### config.mk
export PLATFORM = sky130hd
export DESIGN_NAME = tail_light_controller
export DESIGN_NICKNAME = d
export VERILOG_FILES = /design/src/rtl/tail_light_pkg.sv /design/src/rtl/tail_light_controller_prescaler.sv /design/src/rtl/tail_light_controller.sv
export SDC_FILE = /design/constraint.sdc
export NUM_CORES = 1
export LEC_CHECK = 0
export BUFFER_PORTS_ARGS = -buffer_cell sky130_fd_sc_hd__buf_2
export CAP_MARGIN = 20
export CORE_AREA = 2 2 39 41
export CTS_CLUSTER_SIZE = 12
export DETAILED_ROUTE_END_ITERATION = 8
export DIE_AREA = 0 0 41 43
export PLACE_DENSITY = 0.73
export SLEW_MARGIN = 20
export SYNTH_ARGS = -nofsm -noshare
export SYNTH_HDL_FRONTEND = slang
export SYNTH_SLANG_ARGS = --single-unit
export TNS_END_PERCENT = 10
### constraint.sdc
create_clock -name CLOCK -period 2.59 [get_ports CLOCK]
set_clock_uncertainty 0.2 [all_clocks]
set_input_delay 0.259 -clock CLOCK [delete_from_list [all_inputs] [get_ports CLOCK]]
set_output_delay 0.259 -clock CLOCK [all_outputs]
set_load 0.02 [all_outputs]
### src/rtl/tail_light_pkg.sv
// tail_light_pkg: lamp-pattern state encoding, brake masks and pending-bit indices for the tail-light sequencer.
package tail_light_pkg;
  typedef enum logic [5:0] {
    IDLE = 6'b000000,
    L1   = 6'b100000,
    L2   = 6'b110000,
    L3   = 6'b111000,
    R1   = 6'b000001,
    R2   = 6'b000011,
    R3   = 6'b000111,
    LR3  = 6'b111111
  } state_t;
  localparam logic [5:0] MASK_IDLE = 6'b111111;
  localparam logic [5:0] MASK_L    = 6'b000111;
  localparam logic [5:0] MASK_R    = 6'b111000;
  localparam logic [5:0] MASK_LR   = 6'b000000;
  localparam int PR = 0;
  localparam int PL = 1;
  localparam int PH = 2;
  function automatic logic [5:0] brake_mask(input state_t s);
    return s == IDLE ? MASK_IDLE :
           (s inside {L1, L2, L3}) ? MASK_L :
           (s inside {R1, R2, R3}) ? MASK_R : MASK_LR;
  endfunction
endpackage

### src/rtl/tail_light_controller_prescaler.sv
// step_prescaler: free-running 0..DIV-1 counter, tick on the last count.
module step_prescaler #(
  parameter int DIV = 4
) (
  input  logic CLOCK,
  input  logic RESET,
  output logic tick
);
  localparam int W = DIV > 1 ? $clog2(DIV) : 1;
  logic [W-1:0] count;
  assign tick = count == W'(DIV - 1);
  always_ff @(posedge CLOCK)
    count <= (RESET || tick) ? '0 : count + 1'b1;
endmodule

### src/rtl/tail_light_controller.sv
// tail_light_controller: paced, arbitrated L/R/hazard lamp sequencer; brake overlay enabled by TAIL_LIGHT_BRAKE_EN.
module tail_light_controller
  import tail_light_pkg::*;
#(
  parameter int DIV = 4
) (
  input  logic       CLOCK,
  input  logic       RESET,
  input  logic       L,
  input  logic       R,
  input  logic       H,
  input  logic       BRAKE,
  output logic [1:6] Lights,
  output logic       STEP,
  output logic       BUSY
);
  state_t state, next;
  logic [2:0] pending, req, eff, pend_n;
  logic [5:0] mask;
  logic tick;
  step_prescaler #(.DIV(DIV)) u_prescaler (
    .CLOCK(CLOCK),
    .RESET(RESET),
    .tick (tick)
  );
  assign req = {H, L, R};
  // a request arriving on the tick edge itself is arbitrated immediately
  assign eff = pending | req;
  always_comb begin
    next = state;
    pend_n = eff;
    if (tick) begin
      case (state)
        IDLE: begin
          next = (eff[PH] || (eff[PL] && eff[PR])) ? LR3 : eff[PL] ? L1 : eff[PR] ? R1 : IDLE;
          if (next != IDLE) pend_n = req;
        end
        L1: next = eff[PH] ? LR3 : L2;
        L2: next = eff[PH] ? LR3 : L3;
        R1: next = eff[PH] ? LR3 : R2;
        R2: next = eff[PH] ? LR3 : R3;
        default: next = IDLE;
      endcase
      if (state != IDLE && next == LR3) pend_n[PH] = H;
    end
  end
`ifdef TAIL_LIGHT_BRAKE_EN
  assign mask = BRAKE ? brake_mask(next) : '0;
`else
  logic unused_brake;
  assign unused_brake = BRAKE;
  assign mask = '0;
`endif
  always_ff @(posedge CLOCK) begin
    if (RESET) begin
      state <= IDLE;
      pending <= '0;
      Lights <= '0;
      STEP <= 1'b0;
      BUSY <= 1'b0;
    end else begin
      state <= next;
      pending <= pend_n;
      Lights <= next | mask;
      STEP <= tick;
      BUSY <= next != IDLE;
    end
  end
endmodule

Yosys cells after proc, flatten, opt, wreduce, memory -nomap -nowiden:

Index checks and enable logic that the tools add are counted.

* output and inout port bits: 8
* register bits after elaboration: 13

* bitwise operators: 1
* add/sub/neg operators: 1
* multiplexer cells: 14
* equality and inequality tests: 6
* reduce and logical (&&, ||, !) cells: 8

Operator list (number)
* 6-bit 2-to-1 mux: 6
* 6-bit one-hot mux with 5 select lines: 1
* 6-bit == test (second input constant): 3
* 6-bit nonzero test: 3
* 3-bit 2-to-1 mux: 4
* 6-bit by 1-bit == test with 1-bit output (second input constant): 1
* 6-bit by 2-bit == test with 1-bit output (second input constant): 1
* 6-bit logical NOT: 1
* 4-bit 2-to-1 mux: 1
* 3-bit OR: 1
* 2-bit by 1-bit adder with 2-bit output (second input constant): 1
* 2-bit == test (second input constant): 1
* 1-bit logical AND: 2
* 1-bit logical OR: 2
* 1-bit 2-to-1 mux: 2

Depth between registers and ports, before layout:

* depth in word-level cells: 10
* gate-level depth with buffers: 6

Modules after synthesis:

Synthesis repeated with hierarchy kept, for this count alone.

* cell total of the unflattened synthesis: 70
* area, all modules: 600.6 sq um

By module, submodules not included
* tail_light_controller: area an instance 525.5 sq um, cells each 65, instances 1
* step_prescaler: area an instance 75.1 sq um, cells each 5, instances 1

Worst setup path after synthesis:

Ideal clock, no wire load.

* kind: reg-to-reg
* from: register state[0]
* to: register BUSY
* arrival time: 1.600 ns
* path buffers: 0
* setup time: 0.077 ns
* setup slack: 0.713 ns
* stages on the path, launching flop included: 6
* cell sequence: dfxtp_1 or4_4 nor3_2 a211oi_1 o31a_1 a41oi_2

* longest elaborated chain between the ends: 5
* elaborated cells between the ends (all ways): 9
* classes of those cells: 4 x eq/ne; 3 x mux; 2 x reduce/logical

RTL lines
* start: declaration: RTL line tail_light_controller.sv:17 `state_t state, next;`
* start signal: assignment: RTL line tail_light_controller.sv:62 `state <= next;`
* 6-bit by 2-bit == test with 1-bit output, or another cell as far along: RTL line tail_light_controller.sv:33 `case (state)`
* 6-bit one-hot mux with 5 select lines: RTL line tail_light_controller.sv:33
* 6-bit 2-to-1 mux: RTL line tail_light_controller.sv:32 `if (tick) begin`
* 6-bit 2-to-1 mux *: RTL line tail_light_controller.sv:32
* 6-bit nonzero test *: RTL line tail_light_controller.sv:66 `BUSY <= next != IDLE;`
* end signal: assignment: RTL line tail_light_controller.sv:60 `BUSY <= 1'b0;`
* end signal: assignment: RTL line tail_light_controller.sv:66
* end: declaration: RTL line tail_light_controller.sv:15 `output logic BUSY`

Every way passes the cells marked *; elsewhere a longest branch is shown, timed or not. The select of a mux whose other input is x is not followed.
A chain may end at the register's enable or synchronous reset.

Worst setup path after layout:

Ends and elaborated chain as after synthesis.

==> summary.txt <==
CTS
  • Num CTS Buffers: 3
  • H-tree levels: 1
  • PostCTS Resize Cnt: 0
  • Postcts setup bufs: 0
  • CTS clk-pin slew, worst paths: 70 ps
  • # hold bufs at CTS: 0
  • Clk sinks: 13
  • Clock Tree Buf Depth: 2
  • Worst-Skew Late Latency: 280 ps
  • Clock root buffer: clkbuf_4
  • CTS tree: done

Logic synthesis
  • Synth cell types: 31
  • Top FF cell, synth: dfxtp_1
  • EDFF count, synth: 0
  • Asr flop ratio synth: 0
  • Gate Count Post-Synth: 78
  • Synthesized area: about 650 um^2
  • Synthesized area per cell: ~8.3 um^2
  • Ys Warns: 0
  • Synthesized flop and latch total: 13
  • Seq/Total Area, Yosys: 0.400
  • Synthesized Nets: 85

Min path
  • Min-delay worst type: in2reg

Setup path
  • Ordered list of cells on the worst path: nor4_1 > and2_1 > a21oi_1 > o31a_1 > a41oi_2
  • Worst path slowest cell: nor4_1
  • Worst path arrival time: 1950 ps
  • Top delay family on crit path: simple AND/OR/NAND/NOR gates
  • Crit path largest cell delay: about 500 ps
  • Crit start category: flip-flop
  • Worst-path fanout max: 9
  • Req. time, crit path: 2600 ps
  • Critical path capture point type: flip-flop
  • CP Buf/Inv Count: 0
  • Crit Path Class: reg2reg

Floorplan
  • Die span in x: 41 um
  • Die area: 0.00176 mm^2
  • Core Rows: 14
  • Chip Height: 43 um
  • Initial Util: 0.470
  • # IOs: 14
  • Core footprint: about 0.0014 mm^2

Place
  • Pre-CTS WS: 664 ps
  • PortBufs: 12
  • Final HPWL DP: ~990 um
  • Global placement routability congestion: 0.842
  • Placed cell count: 103

Final layout
  • Area of the multi-input gates: around 360 um^2
  • Layout area overhead: 14.6%
  • Fillers: 139
  • # diodes: 0
  • Fin cells: 107
  • Register area: 260 um^2
  • Nets: 99
  • Share of layout cells above drive strength 1: 0.209

Global routing
  • Global-route wire length before repair: 2.39 mm
  • Antenna violations before repair: 0
  • Gr usage total: 0.201
  • Vias in the first global route: 529
  • GRT overflow: 0
  • Largest net degree at the start of global routing: 14

Timing
  • Normalized max-slew margin: 0.673
  • Final setup fails: 0
  • Period utilization: 0.751
  • Hold_ws: 24.5 ps
  • Worst-Margin Slew: 486 ps
  • Post-layout min period: 1950 ps
  • Post-route setup slack: between 600 and 700 ps
  • Unrepaired setup endpoints after global routing: no
  • Max-slew violation count: 0
  • Fmax: 0.514 GHz
  • Final Hold Vio Count: 0
  • Fin Setup TNS: 0 ps

Power and ir drop
  • Leakage power: 0.314 nW
  • Pwr dens: 661 mW/mm^2
  • VDD IR max: between 0.0003 and 0.0004 V
  • Tot Pwr: between 0.4 and 0.5 mW

Detailed routing
  • Total Routed Length: 1.41 mm
  • Routed len/inst: 13.2 um
  • Post-route ant nets: 0
  • Vias: approximately 630
  • Iter 0 DRT Violations: 20
  • DR vias/cell: 5.91
  • DRC violations left: 0
  • Number of detailed-route iterations in the first pass: 4

Outcome
  • Status: complete, no violations

Flow run
  • Max Cap Viol: 0
## area by class of cell
class | instances | share of cell area
Multi-Input combinational cell | 58 | 0.488
Sequential cell | 13 | 0.349
Timing Repair Buffer | 12 | 0.0805
Clock buffer | 4 | 0.0352
Tap cell | 16 | 0.0268
Inverter | 4 | 0.0201
## routing by layer
layer | vias up | part of all wire | global-route usage
met5 | - | 0 | 0
met4 | 0 | 0.017 | 0.120
met3 | 4 | 0.046 | 0.0471
met2 | 17 | 0.44 | 0.250
met1 | 296 | 0.50 | 0.303
li1 | 315 | - | -
## worst register-to-register path, delay by kind of cell (launching register included)
kind	cells	cell delay (ps)
AOI/OAI and AO/OA	3	560
DFF	1	390
and+or+nand+nor	2	720
## state kept, by name, indices dropped and copies added (netlist names)
register and count:
STEP 1, u_prescaler.count 2, pending 3, BUSY 1, state 6
## final timing paths
kind | startpoint | end | slack (ps) | depth (start not counted)
worst max-delay path | state[0] | BUSY | 640 | 5
worst min register to register | u_prescaler.count[0] | u_prescaler.count[0] | 230 | 1
worst max register to register | state[0] | BUSY | 640 | 5
worst min-delay path | L | pending[1] | 20 | 3
## placed cells by master (no fill, tap or decap), types with 2 or more instances in the layout
| cell type | instances |
|---|---|
| o21ai_0 | 4 |
| o311ai_0 | 2 |
| a21oi_1 | 5 |
| a211oi_1 | 2 |
| dfxtp_1 | 13 |
| o31a_1 | 2 |
| buf_2 | 12 |
| clkbuf_4 | 3 |
| nor3_1 | 2 |
| inv_1 | 4 |
| nor2_1 | 14 |
| and2_1 | 2 |
| nand2_1 | 5 |
| o31ai_1 | 2 |
## cell families after synthesis
group           share of synthesized area
simple gates                        0.237
flops                               0.400
compound gates                      0.304
fa+ha+maj                          0.0192
buf+inv                            0.0404
## power by group
part	internal (mW)	switching [mW]
Combinational	0.0590	0.0735
Sequential	0.218	0.0194
Clock	0.0598	0.0628
## per-stage QoR
stage / instance area, um^2 / utilization
detailed placement: 719 / 0.520
global placement: 719 / 0.520
floorplan: 651 / -
global route: 746 / 0.539
finish: 746 / 0.539
CTS: 746 / 0.539
## Yosys cell counts, types with 2 or more instances
cell,instances,share of area
dfxtp_1,13,0.40
and2_1,2,0.019
a21oi_1,5,0.038
o31a_1,2,0.027
nor2_1,14,0.081
nand2_1,5,0.029
a211oi_1,2,0.023
inv_1,4,0.023
o21ai_0,4,0.031
o311ai_0,2,0.027
clkbuf_1,3,0.017
o31ai_1,2,0.023
nor3_1,2,0.015
Note: power is estimated with default switching activity, not from simulation.
